--- config.mk ---
export PLATFORM = sky130hd
export DESIGN_NAME = mcs_ctrl_flat
export DESIGN_NICKNAME = d
export VERILOG_FILES = /design/src/rtl/mcs_ctrl_if.sv /design/src/rtl/mcs_ctrl.sv /design/src/flat_wrapper.sv
export SDC_FILE = /design/constraint.sdc
export NUM_CORES = 1
export LEC_CHECK = 0
export ABC_AREA = 1
export BUFFER_PORTS_ARGS = -buffer_cell sky130_fd_sc_hd__clkbuf_2
export CAP_MARGIN = 20
export CORE_MARGIN = 2
export CORE_UTILIZATION = 50
export CTS_CLUSTER_DIAMETER = 80
export DETAILED_ROUTE_END_ITERATION = 8
export HOLD_SLACK_MARGIN = 0.12
export PLACE_DENSITY = 0.75
export SYNTH_ARGS = -nofsm -noshare
export SYNTH_HDL_FRONTEND = slang
export SYNTH_SLANG_ARGS = --single-unit
--- constraint.sdc ---
create_clock -name t_clock -period 1.8 [get_ports t_clock]
set_input_delay 0.27 -clock t_clock [delete_from_list [all_inputs] [get_ports t_clock]]
set_output_delay 0.27 -clock t_clock [all_outputs]
set_load 0.005 [all_outputs]
--- src/rtl/mcs_ctrl_if.sv ---
// rtl/mcs_ctrl_if.sv - operand/result handshake bundle for mcs_ctrl
//
// Signals:
//   in_valid  : upstream word available
//   in_ready  : block can accept a word
//   in_data   : W-bit two's-complement operand
//   out_valid : result available
//   out_ready : downstream accepts the result
//   out_data  : W-bit negated operand, as collected from the complementer
//   out_ovf   : operand was the most-negative value
// Modports:
//   master : the upstream/downstream environment side
//   slave  : the mcs_ctrl side
interface mcs_ctrl_if #(
  parameter int W = 8
);
  logic         in_valid;
  logic         in_ready;
  logic [W-1:0] in_data;
  logic         out_valid;
  logic         out_ready;
  logic [W-1:0] out_data;
  logic         out_ovf;

  modport master (
    output in_valid,
    output in_data,
    output out_ready,
    input  in_ready,
    input  out_valid,
    input  out_data,
    input  out_ovf
  );

  modport slave (
    input  in_valid,
    input  in_data,
    input  out_ready,
    output in_ready,
    output out_valid,
    output out_data,
    output out_ovf
  );
endinterface

--- src/rtl/mcs_ctrl.sv ---
// rtl/mcs_ctrl.sv - serial two's-complement negation sequencer driving an external complementer
//
// Ports:
//   t_clock : sole clock, rising edge
//   r       : asynchronous active-low reset
//   io      : mcs_ctrl_if.slave (in_valid/in_ready/in_data, out_valid/out_ready/out_data/out_ovf)
//   busy    : high whenever the sequencer is not idle
//   cmp_clr : one-cycle clear pulse to the external serial complementer
//   cmp_x   : serial operand bit to the complementer, LSB first
//   cmp_y   : complementer output, combinational in cmp_x, sampled every shift cycle
module mcs_ctrl #(
  parameter int W = 8
) (
  input  logic         t_clock,
  input  logic         r,
  mcs_ctrl_if.slave    io,
  output logic         busy,
  output logic         cmp_clr,
  output logic         cmp_x,
  input  logic         cmp_y
);

  // Counter only needs to reach W-1; keep at least one bit.
  localparam int CW = ($clog2(W) < 1) ? 1 : $clog2(W);
  localparam logic [CW-1:0] CNT_LAST = CW'(W - 1);
  localparam logic [W-1:0]  MOST_NEG = {1'b1, {(W-1){1'b0}}};

  typedef enum logic [1:0] {
    IDLE  = 2'd0,
    CLR   = 2'd1,
    SHIFT = 2'd2,
    DONE  = 2'd3
  } state_t;

  state_t        state;
  state_t        state_nxt;
  logic [CW-1:0] cnt;
  logic [W-1:0]  sh;
  logic [W-1:0]  res;
  logic          ovf;
  logic          in_ready_c;
  logic          out_valid_c;

  // State register.
  always_ff @(posedge t_clock or negedge r) begin
    if (!r) begin
      state <= IDLE;
    end else begin
      state <= state_nxt;
    end
  end

  // Next-state and control outputs.
  always_comb begin
    state_nxt   = state;
    in_ready_c  = 1'b0;
    out_valid_c = 1'b0;
    cmp_clr     = 1'b0;
    cmp_x       = 1'b0;
    busy        = 1'b1;
    case (state)
      IDLE: begin
        busy       = 1'b0;
        in_ready_c = 1'b1;
        if (io.in_valid) begin
          state_nxt = CLR;
        end
      end
      CLR: begin
        cmp_clr   = 1'b1;
        state_nxt = SHIFT;
      end
      SHIFT: begin
        cmp_x = sh[0];
        if (cnt == CNT_LAST) begin
          state_nxt = DONE;
        end
      end
      DONE: begin
        out_valid_c = 1'b1;
        if (io.out_ready) begin
          state_nxt = IDLE;
        end
      end
      default: begin
        state_nxt = IDLE;
      end
    endcase
  end

  // Datapath: operand shifts out LSB first while the complementer's answer
  // enters at the MSB, so after W shifts the first answer bit sits at bit 0.
  always_ff @(posedge t_clock or negedge r) begin
    if (!r) begin
      cnt <= '0;
      sh  <= '0;
      res <= '0;
      ovf <= 1'b0;
    end else begin
      case (state)
        IDLE: begin
          if (io.in_valid) begin
            sh  <= io.in_data;
            res <= '0;
            ovf <= (io.in_data == MOST_NEG);
          end
        end
        CLR: begin
          cnt <= '0;
        end
        SHIFT: begin
          res <= {cmp_y, res[W-1:1]};
          sh  <= {1'b0, sh[W-1:1]};
          // Hold at the last value instead of wrapping on the final bit.
          if (cnt != CNT_LAST) begin
            cnt <= cnt + 1'b1;
          end
        end
        default: begin
        end
      endcase
    end
  end

  assign io.in_ready  = in_ready_c;
  assign io.out_valid = out_valid_c;
  assign io.out_data  = res;
  assign io.out_ovf   = ovf;

endmodule

--- src/flat_wrapper.sv ---
// flat-port wrapper written by rule: the top's interface ports become plain ports
module mcs_ctrl_flat 
#(
  parameter int W = 8
)
  (t_clock, r, busy, cmp_clr, cmp_x, cmp_y, io_in_valid, io_in_data, io_out_ready, io_in_ready, io_out_valid, io_out_data, io_out_ovf);
  mcs_ctrl_if #(.W(W)) io_i ();
  input  logic t_clock;
  input  logic r;
  output logic busy;
  output logic cmp_clr;
  output logic cmp_x;
  input  logic cmp_y;
  input wire logic [$bits(io_i.in_valid)-1:0] io_in_valid;
  input wire logic [$bits(io_i.in_data)-1:0] io_in_data;
  input wire logic [$bits(io_i.out_ready)-1:0] io_out_ready;
  output wire logic [$bits(io_i.in_ready)-1:0] io_in_ready;
  output wire logic [$bits(io_i.out_valid)-1:0] io_out_valid;
  output wire logic [$bits(io_i.out_data)-1:0] io_out_data;
  output wire logic [$bits(io_i.out_ovf)-1:0] io_out_ovf;
  assign io_i.in_valid = io_in_valid;
  assign io_i.in_data = io_in_data;
  assign io_i.out_ready = io_out_ready;
  assign io_in_ready = io_i.in_ready;
  assign io_out_valid = io_i.out_valid;
  assign io_out_data = io_i.out_data;
  assign io_out_ovf = io_i.out_ovf;
  mcs_ctrl #(.W(W)) u_core (.t_clock(t_clock), .r(r), .io(io_i), .busy(busy), .cmp_clr(cmp_clr), .cmp_x(cmp_x), .cmp_y(cmp_y));
endmodule
==> impl_metrics.json <==
{
  "synth_top_area_share": 0.493,
  "instances_no_fill": 201,
  "post_cts_buffers": 0,
  "required_ns": 1.53,
  "final_common_cell": "nand2_1",
  "p_total_w": 0.00221,
  "antenna_found_initial": 0,
  "power_density_mw_per_mm2": 1660,
  "critPathKind": "reg -> out",
  "synth-compound-area-share": 0.0258,
  "ys_top_cells_by_area": "dfrtp_1, nand2_1, ha_1",
  "slew_violations": 0,
  "skew_ns": 0.000814,
  "clk-insertion-delay-late_ns": 0.30,
  "vias": 988,
  "final_cell_mix": "nand2_1, clkbuf_2, dfrtp_1",
  "cts.sinks": 22,
  "dieArea_mm2": 0.00263,
  "finalSetupTns_ns": 0,
  "io_buffers": 26,
  "synthAdderAreaFrac": 0.0672,
  "yosys.area_share.simple": 0.342,
  "ir_drop_mv": 1.11,
  "synth.distinct_cells": 13,
  "synth_area_mm2": 0.00112,
  "nNetsFinal": 193,
  "grt_pass1_vias": 944,
  "fin_crit_ns": 1.72,
  "area_delta_synth_final_pct": 19.5,
  "cts_max_level": 1,
  "dpl.hpwl_um": 1680,
  "initial_core_util": 0.515,
  "globalplace.congestion": 0.879,
  "grt_util_met3": 0.0351,
  "diodes": 0,
  "fin_crit_sh": 0.956,
  "grt.met1_usage": 0.265,
  "cts_buffers": 3,
  "dp_cells": 196,
  "clock-root-buffer": "clkbuf_4",
  "end_kind": "output pin",
  "crit_arrival_ns": 1.45,
  "die_y_um": 51.3,
  "maxCapViolCount": 0,
  "ant_nets": 0,
  "p_leak_nw": 0.813,
  "grt_pass1_wl_um": 3990,
  "status": "completed",
  "drc_errors": 0,
  "max_freq_ghz": 0.581,
  "drive_gt1_frac": 0.208,
  "vias_per_cell": 4.92,
  "relSlewSlack": 0.635,
  "synth-seq-cells": 22,
  "clockBufferDepth": 2,
  "setup_violations": 0,
  "fp-row-count": 17,
  "grt.overflow.total": 0,
  "clk_pin_slew_ns": 0.12,
  "worst_pin_slew_ns": 0.548,
  "syn_area_per_cell_um2": 7.81,
  "start_kind": "flip-flop",
  "syn_inst": 143,
  "finalHoldViolCount": 0,
  "syn_nets": 162,
  "wl_um": 2260,
  "fillCellCount": 201,
  "dr.pass1.iters": 4,
  "wire_per_inst_um": 11.2,
  "synth-xor-area-share": 0,
  "drtIter0Drc": 21,
  "synth.yosys.seq_area_share": 0.493,
  "busiest_layer": "met2",
  "muxShareOfSynthArea": 0,
  "grt_usage": 0.201,
  "io_pins": 27,
  "grt_setup_unrepaired": "false",
  "grt_start_max_net_pins": 23,
  "critPathMaxFanout": 8,
  "die_x_um": 51.3,
  "grt_use_met2": 0.338,
  "yosys.area.top_type": "dfrtp_1",
  "hp-class": "in -> reg",
  "ys_warn_count": 0,
  "synth_top_family_by_area": "simple AND/OR/NAND/NOR gates",
  "cts_tree": "done",
  "core-area_mm2": 0.00217
}
worst paths after layout:
check | endpoint | cells past startpoint | slack (ns) | start
worst max-delay path | cmp_x | 6 | 0.08 | u_core.state[0]
worst min register to register | u_core.sh[0] | 2 | 0.49 | u_core.sh[0]
max in group asynchronous | u_core.sh[3] | 2 | 0.98 | r
min in group asynchronous | u_core.io.out_ovf | 2 | 0.46 | r
worst min-delay path | u_core.io.out_data[7] | 3 | 0.20 | cmp_y
worst max register to register | u_core.sh[3] | 7 | 0.25 | u_core.state[0]
layout make-up:
type,count,area (um^2),share of cell area
repair buffers,29,155,0.116
clock inverters,1,30.0,0.0225
well taps,28,35.0,0.0262
clock buffers,3,22.5,0.0169
inverters,13,53.8,0.0403
flip-flops and latches,22,551,0.412
multi-input cells,105,488,0.366
registers in the layout, indices dropped and copies added (netlist names):
signal,count
u_core.cnt,3
u_core.io.out_data,8
u_core.io.out_ovf,1
u_core.sh,8
u_core.state,2
layer usage:
layer,wire length [um],vias up
li1,-,499
met1,1040,460
met4,21,0
met2,1100,25
met3,98,4
met5,0,-
through the flow:
stage | cell area [um^2] | util | hold slack [ns] | setup slack, ns
floorplan | 1120 | - | -0.0256 | 0.371
global placement | 1270 | 0.585 | 0.275 | 0.350
detailed placement | 1270 | 0.585 | 0.277 | 0.290
CTS | 1330 | 0.614 | 0.191 | 0.0331
global route | 1340 | 0.615 | 0.191 | 0.00999
finish | 1340 | 0.615 | 0.196 | 0.0786
cells in the mapped netlist:
master and n:
nand3_1 15, nand2_1 75, nand4_1 1, nor2_1 5, dfrtp_1 22, o21bai_1 1
buf_2 1, buf_6 2, o21ai_0 1, inv_4 2, inv_1 11, o21ai_4 1
ha_1 6
power by group:
group          total, W  internal [W]  switching [W]
sequential     0.000833      0.000698       0.000135
combinational   0.00100      0.000371       0.000631
clock          0.000376      0.000225       0.000151
kinds of logic (layout without fill, tap and decap cells):
group / Yosys count / count (layout)
fa+ha+maj: 6 / 6
flops: 22 / 22
compound gates: 3 / 3
buf+inv: 16 / 46
simple gates: 96 / 96
critical path, stage by stage, from the launching register on:
cell	delay, ns
dfrtp_1	0.44
inv_1	0.10
ha_2	0.23
buf_4	0.17
nand2_1	0.06
inv_1	0.05
clkbuf_2	0.10
what timing repair did:
action,4_1_cts,5_1_grt
hold endpoints to repair,22,0
hold buffers,1,0
setup endpoints to repair,0,1
gates resized for setup,0,1
(Power assumes the default switching activity.)
